`src/rtl/pmc_pkg.sv`:
```
// Shared constants and types for the PMC counter read-out path.
// Define PMC_READER_HDR_EN to prepend a header word to every stream.
// Counter order on the stream follows pmc_cnt_e.
package pmc_pkg;

  localparam int CNT_W     = 256;
  localparam int WORD_W    = 32;
  localparam int NUM_CNT   = 4;
  localparam int WPC       = CNT_W / WORD_W;
  localparam int CNT_WORDS = NUM_CNT * WPC;

`ifdef PMC_READER_HDR_EN
  localparam int HDR_WORDS = 1;
`else
  localparam int HDR_WORDS = 0;
`endif

  localparam int         TOTAL_WORDS = CNT_WORDS + HDR_WORDS;
  localparam logic [5:0] LAST_IDX    = 6'(TOTAL_WORDS - 1);

  localparam logic [15:0]       PMC_HDR_MAGIC = 16'hA5C3;
  localparam logic [WORD_W-1:0] PMC_HDR_WORD  = {PMC_HDR_MAGIC, 8'(NUM_CNT), 8'(WPC)};

  typedef enum logic [1:0] {STALL, CPI, ARITH, MEM} pmc_cnt_e;

  typedef enum logic [1:0] {IDLE, SNAP, SEND, DONE} pmc_rd_state_e;

endpackage

```
`src/rtl/pmc_reader_if.sv`:
```
// Word stream and status from the PMC reader to the debug bridge.
// master = reader side, slave = consumer side.
// out_ready is the only signal driven by the consumer.
interface pmc_reader_if;
  import pmc_pkg::*;

  logic [WORD_W-1:0] out_data;
  logic              out_valid;
  logic              out_ready;
  logic              busy;
  logic              done;
  logic [5:0]        word_idx;

  modport master (
    output out_data, out_valid, busy, done, word_idx,
    input  out_ready
  );

  modport slave (
    input  out_data, out_valid, busy, done, word_idx,
    output out_ready
  );

endinterface

```
`src/rtl/pmc_word_sel.sv`:
```
// Combinational mux from the shadow counters and word index to one output word.
// Zero latency; no backpressure of its own.
// With PMC_READER_HDR_EN defined, index 0 is the header and counters shift up by one.
module pmc_word_sel
  import pmc_pkg::*;
(
  input  logic [NUM_CNT*CNT_W-1:0] shadow,
  input  logic [5:0]               word_idx,
  output logic [WORD_W-1:0]        word
);

  logic [5:0] cnt_idx;

  // Counter 0 sits in the low bits, so word w is simply the w-th 32-bit slice.
  always_comb begin
    cnt_idx = word_idx - 6'(HDR_WORDS);
    word    = '0;
`ifdef PMC_READER_HDR_EN
    if (word_idx == 6'd0) begin
      word = PMC_HDR_WORD;
    end else if (cnt_idx < 6'(CNT_WORDS)) begin
      word = shadow[cnt_idx*WORD_W +: WORD_W];
    end
`else
    if (cnt_idx < 6'(CNT_WORDS)) begin
      word = shadow[cnt_idx*WORD_W +: WORD_W];
    end
`endif
  end

endmodule

```
`src/rtl/pmc_reader.sv`:
```
// Snapshots the four PMC counters on start, then streams them as 32-bit words.
// Latency: start -> first valid 2 cycles; full stream at 1 word/cycle -> done at TOTAL+3.
// Backpressure: word and index hold while out_valid && !out_ready; start ignored while busy.
module pmc_reader
  import pmc_pkg::*;
(
  input  logic             clk,
  input  logic             reset,
  input  logic             start,
  input  logic [CNT_W-1:0] stall_count,
  input  logic [CNT_W-1:0] cycles_per_instruction_q78,
  input  logic [CNT_W-1:0] arith_count,
  input  logic [CNT_W-1:0] mem_access_count,
  pmc_reader_if.master     pmc
);

  pmc_rd_state_e                   state, state_nxt;
  logic [NUM_CNT-1:0][CNT_W-1:0]   shadow;
  logic [5:0]                      word_idx_q;
  logic                            done_q;
  logic [WORD_W-1:0]               sel_word;
  logic                            send_hs;

  assign send_hs = (state == SEND) && pmc.out_ready;

  pmc_word_sel u_word_sel (
    .shadow   (shadow),
    .word_idx (word_idx_q),
    .word     (sel_word)
  );

  // State register.
  always_ff @(posedge clk) begin
    if (reset) state <= IDLE;
    else       state <= state_nxt;
  end

  // Next-state: one snapshot cycle, stream until the last handshake, one done cycle.
  always_comb begin
    state_nxt = state;
    case (state)
      IDLE:    if (start) state_nxt = SNAP;
      SNAP:    state_nxt = SEND;
      SEND:    if (send_hs && (word_idx_q == LAST_IDX)) state_nxt = DONE;
      DONE:    state_nxt = IDLE;
      default: state_nxt = IDLE;
    endcase
  end

  // Outputs: valid only while sending; data forced to zero outside the stream.
  always_comb begin
    pmc.out_valid = (state == SEND);
    pmc.busy      = (state == SNAP) || (state == SEND);
    pmc.out_data  = (state == SEND) ? sel_word : '0;
    pmc.word_idx  = word_idx_q;
    pmc.done      = done_q;
  end

  // Shadow capture, word index advance and the done pulse following the DONE state.
  always_ff @(posedge clk) begin
    if (reset) begin
      shadow     <= '0;
      word_idx_q <= '0;
      done_q     <= 1'b0;
    end else begin
      done_q <= (state == DONE);
      case (state)
        SNAP: begin
          shadow[STALL] <= stall_count;
          shadow[CPI]   <= cycles_per_instruction_q78;
          shadow[ARITH] <= arith_count;
          shadow[MEM]   <= mem_access_count;
          word_idx_q    <= '0;
        end
        SEND: begin
          if (send_hs) begin
            word_idx_q <= (word_idx_q == LAST_IDX) ? 6'd0 : word_idx_q + 6'd1;
          end
        end
        DONE:    word_idx_q <= '0;
        default: ;
      endcase
    end
  end

endmodule
```
`src/flat_wrapper.sv`:
```
// flat-port wrapper written by rule: the top's interface ports become plain ports
module pmc_reader_flat import pmc_pkg::*;
  (clk, reset, start, stall_count, cycles_per_instruction_q78, arith_count, mem_access_count, pmc_out_data, pmc_out_valid, pmc_busy, pmc_done, pmc_word_idx, pmc_out_ready);
  pmc_reader_if pmc_i ();
  input  logic clk;
  input  logic reset;
  input  logic start;
  input  logic [CNT_W-1:0] stall_count;
  input  logic [CNT_W-1:0] cycles_per_instruction_q78;
  input  logic [CNT_W-1:0] arith_count;
  input  logic [CNT_W-1:0] mem_access_count;
  output wire logic [$bits(pmc_i.out_data)-1:0] pmc_out_data;
  output wire logic [$bits(pmc_i.out_valid)-1:0] pmc_out_valid;
  output wire logic [$bits(pmc_i.busy)-1:0] pmc_busy;
  output wire logic [$bits(pmc_i.done)-1:0] pmc_done;
  output wire logic [$bits(pmc_i.word_idx)-1:0] pmc_word_idx;
  input wire logic [$bits(pmc_i.out_ready)-1:0] pmc_out_ready;
  assign pmc_out_data = pmc_i.out_data;
  assign pmc_out_valid = pmc_i.out_valid;
  assign pmc_busy = pmc_i.busy;
  assign pmc_done = pmc_i.done;
  assign pmc_word_idx = pmc_i.word_idx;
  assign pmc_i.out_ready = pmc_out_ready;
  pmc_reader u_core (.clk(clk), .reset(reset), .start(start), .stall_count(stall_count), .cycles_per_instruction_q78(cycles_per_instruction_q78), .arith_count(arith_count), .mem_access_count(mem_access_count), .pmc(pmc_i));
endmodule
```
`config.mk`:
```
export PLATFORM = sky130hd
export DESIGN_NAME = pmc_reader_flat
export DESIGN_NICKNAME = d
export VERILOG_FILES = /design/src/rtl/pmc_pkg.sv /design/src/rtl/pmc_reader_if.sv /design/src/rtl/pmc_word_sel.sv /design/src/rtl/pmc_reader.sv /design/src/flat_wrapper.sv
export SDC_FILE = /design/constraint.sdc
export NUM_CORES = 2
export LEC_CHECK = 0
export ABC_AREA = 1
export CAP_MARGIN = 10
export CORE_AREA = 2 2 419 421
export CTS_CLUSTER_SIZE = 40
export DETAILED_ROUTE_END_ITERATION = 10
export DIE_AREA = 0 0 421 423
export HOLD_SLACK_MARGIN = 0.08
export PLACE_DENSITY = 0.5
export SLEW_MARGIN = 30
export SYNTH_ARGS = -nofsm -noshare
export SYNTH_HDL_FRONTEND = slang
export SYNTH_SLANG_ARGS = --single-unit
```
`constraint.sdc`:
```
create_clock -name clk -period 2.1 [get_ports clk]
set_input_delay 0.21 -clock clk [delete_from_list [all_inputs] [get_ports clk]]
set_output_delay 0.21 -clock clk [all_outputs]
set_load 0.03 [all_outputs]
```
==> results_dict.tcl <==
set metrics [dict create \
    outcome "complete, but fails checks" \
    violations "setup timing" \
    timing.fmax_ghz 0.320 \
    power_density_nw_per_um2 1220 \
    synth_area_um2 45600 \
    drt_iter0_drc 5678 \
    top_layer_used "met5" \
    critPathLaunchType "flip-flop" \
    drv_slew 0 \
    grt_max_degree 166 \
    fillers 17800 \
    final-seq-area_um2 20700 \
    synth.most_common_cell "nor2_1" \
    synth_flop_cell "dfxtp_1" \
    numClockSinks 1033 \
    clkSlewWorstSetupHoldPaths_ns 0.06 \
    drive_gt1_share_pct 11.5 \
    slew_headroom_pct 52.2 \
    die_h_um 423 \
    synthTopCellsByArea "dfxtp_1 45%, nor2_1 17%, o21ai_0 11%, nand2_1 9.8%, nand3_1 8.3%" \
    combPwrFrac_pct 39.9 \
    synth-edff-count 0 \
    critPathCaptureType "output port" \
    pin_count 1069 \
    syn_inst 6861 \
    place.gp.congestion 0.973 \
    yosysSeqAreaShare_pct 45.4 \
    arrival_ns 2.91 \
    start_util_pct 26.3 \
    p_clk_share_pct 24.4 \
    power_switching_mw 36.9 \
    slowest_stage "dfxtp_4" \
    grt-ovfl-total 0 \
    tightestPinTransition_ns 0.717 \
    irDropWorstVdd_uv 836 \
    clk_latency_ns 0.76 \
    leakagePower_nw 30.4 \
    synth_commonest_cells "2016 x nor2_1, 1191 x nand2_1, 1038 x o21ai_0" \
    drc 0 \
    crit_required_ns 1.89 \
    syn_avg_cell_area_um2 6.65 \
    ant_nets 0 \
    area_delta_synth_final_pct 62.4 \
    met1Wirelength_um 109000 \
    cp_top_family "buffers and inverters" \
    vias_per_cell 4.94 \
    vias 54100 \
    wl_met2_um 123000 \
    setup_ws_ns -1.02 \
    worst_path_most_repeated_cell "buf_12" \
    cts_buffers 117 \
    clk_path_buf_depth 3 \
    grt_use_total_pct 28.6 \
    crit_type "reg -> out" \
    yosys.area.top_type "dfxtp_1" \
    async_reset_ff_share_pct 0 \
    seqPwrFrac_pct 35.7 \
    cp.buffers_inverters 5 \
    cts_root_buffer "clkbuf_16" \
    swShare_pct 40.8 \
    antenna_found_initial 29 \
    fin_setup_tns_ns -29.30 \
    cts_tree "yes" \
    core-area_um2 173000 \
    synth_cell_types 24 \
    nNetsFinal 9541 \
    grt_pass1_vias 53000 \
    hold_path.class "in -> reg" \
    grt_pass1_wl_um 373000 \
    crit_path_max_fanout 28 \
    syn-num-nets 7895 \
    slowest_delay_ns 0.41 \
    yosysWarnings 0 \
    wl_met3_um 14300 \
    wl_um 267000 \
    hold_viol 0 \
    die_area_um2 178000 \
    fin_crit_sh_pct 149 \
    dp_hpwl_um 200000 \
    die_w_um 421 \
    fin_crit_ns 3.12 \
    drtPass1Iterations 8 \
    rows 153 \
    wire_per_inst_um 24.4 \
    portBuffers 1068 \
    synth_top_area_share_pct 45.4 \
    setup_viol 33 \
    report.power.total_mw 90.6 \
    h-tree-depth 3 \
    multi_input_area_um2 23800 \
    p_int_mw 53.7 \
    yosys_register_bits 1033 \
    crit_chain "buf_12 -> buf_6 -> clkbuf_16 -> o21ai_0 -> nand3_1 -> a21oi_2 -> buf_4 -> nor2_1 -> nor2_2 -> buf_12" \
    max-cap-violations 0 \
    fin_skew_ns 0.0435 \
    rsz0062_at_grt "yes" \
]
[tightest hold or removal path: cells and delay by family]
kind / cells / cell delay (ns)
buf+inv: 1 / 0.47
simple gates: 2 / 0.19
[power by group through the flow]
stage	Clock, mW	Sequential [mW]	Combinational [mW]
6_report	22.1	32.3	36.2
5_1_grt	23.2	32.9	39.4
4_1_cts	22.4	32.0	35.2
3_5_place_dp	0	32.3	32.5
3_3_place_gp	0	32.4	32.4
2_1_floorplan	0	30.4	18.4
[kinds of logic (layout without fill, tap and decap cells)]
family	after synthesis	count (layout)	share of synthesized area, %
fa+ha+maj	6	6	0.165
flops	1033	1033	45.4
other cells	0	18	0
compound gates	1223	1223	13.4
buf+inv	634	2379	6.30
simple gates	3964	3964	34.7
xor+xnor	1	1	0.0192
[timing repair]
item                       in CTS  in global routing
buffers inserted               23                  8
hold endpoints to repair      589                  0
setup endpoints to repair      41                 36
cloned                         14                  3
pin swaps                      23                 23
hold buffers                  589                  0
gates resized for setup       326                146
[metrics by stage]
stage	utilization (%)	hold WS, ns	area [um^2]	setup slack (ns)	instances
after floorplan	-	0.279	45700	0.103	6861
after global placement	35.4	0.436	61300	-0.813	10100
after detailed placement	35.4	0.443	61300	-0.815	10100
after CTS	42.3	0.0801	73300	-1.09	10900
after global routing	42.7	0.0900	74100	-1.09	10900
final	42.8	0.111	74100	-1.02	10900
[cell usage in the layout (no fill, tap or decap), types with 32 or more instances in the layout]
master	instances
buf_6	32
dlygate4sd3_1	589
dfxtp_1	1028
nand3_1	580
nor2_1	1969
nand2_2	56
inv_1	62
clkbuf_16	122
buf_12	136
buf_4	268
o21ai_1	36
nand2_1	1123
nand3_4	32
a21oi_1	124
clkdlybuf4s50_1	1027
o21ai_0	1037
nand3_2	140
[layer usage]
layer / up-vias / track usage, %
met1: 25900 / 35.6
met2: 2192 / 46.3
met5: - / 0
met3: 518 / 3.34
met4: 4 / 19.2
li1: 25500 / -
[cell type report]
cell class,instances,area share (%)
Timing Repair Buffer,2091,30.0
Tap cell,2325,3.93
Inverter,69,0.416
Antenna cell,18,0.0608
Timing Repair inverter,1,0.0152
Multi-Input combinational cell,5194,32.1
Clock buffer,174,4.68
Sequential cell,1033,27.9
Clock inverter,44,0.922
[registers in the layout, summed over array words and instances, names as in the netlist]
name / flops
u_core.pmc.word_idx: 6
u_core.state: 2
u_core.pmc.done: 1
u_core.shadow: 1024
[worst paths after layout]
path | end | depth (start not counted) | start | slack [ns]
min reg2reg | u_core.shadow[210] | 2 | u_core.shadow[210] | 0.45
min | u_core.shadow[530] | 3 | arith_count[18] | 0.11
max reg2reg | u_core.state[0] | 12 | u_core.pmc.word_idx[0] | 0
max | pmc_out_data[9] | 10 | u_core.pmc.word_idx[0] | -1.02
No activity file was read; power rests on OpenSTA's default activity.
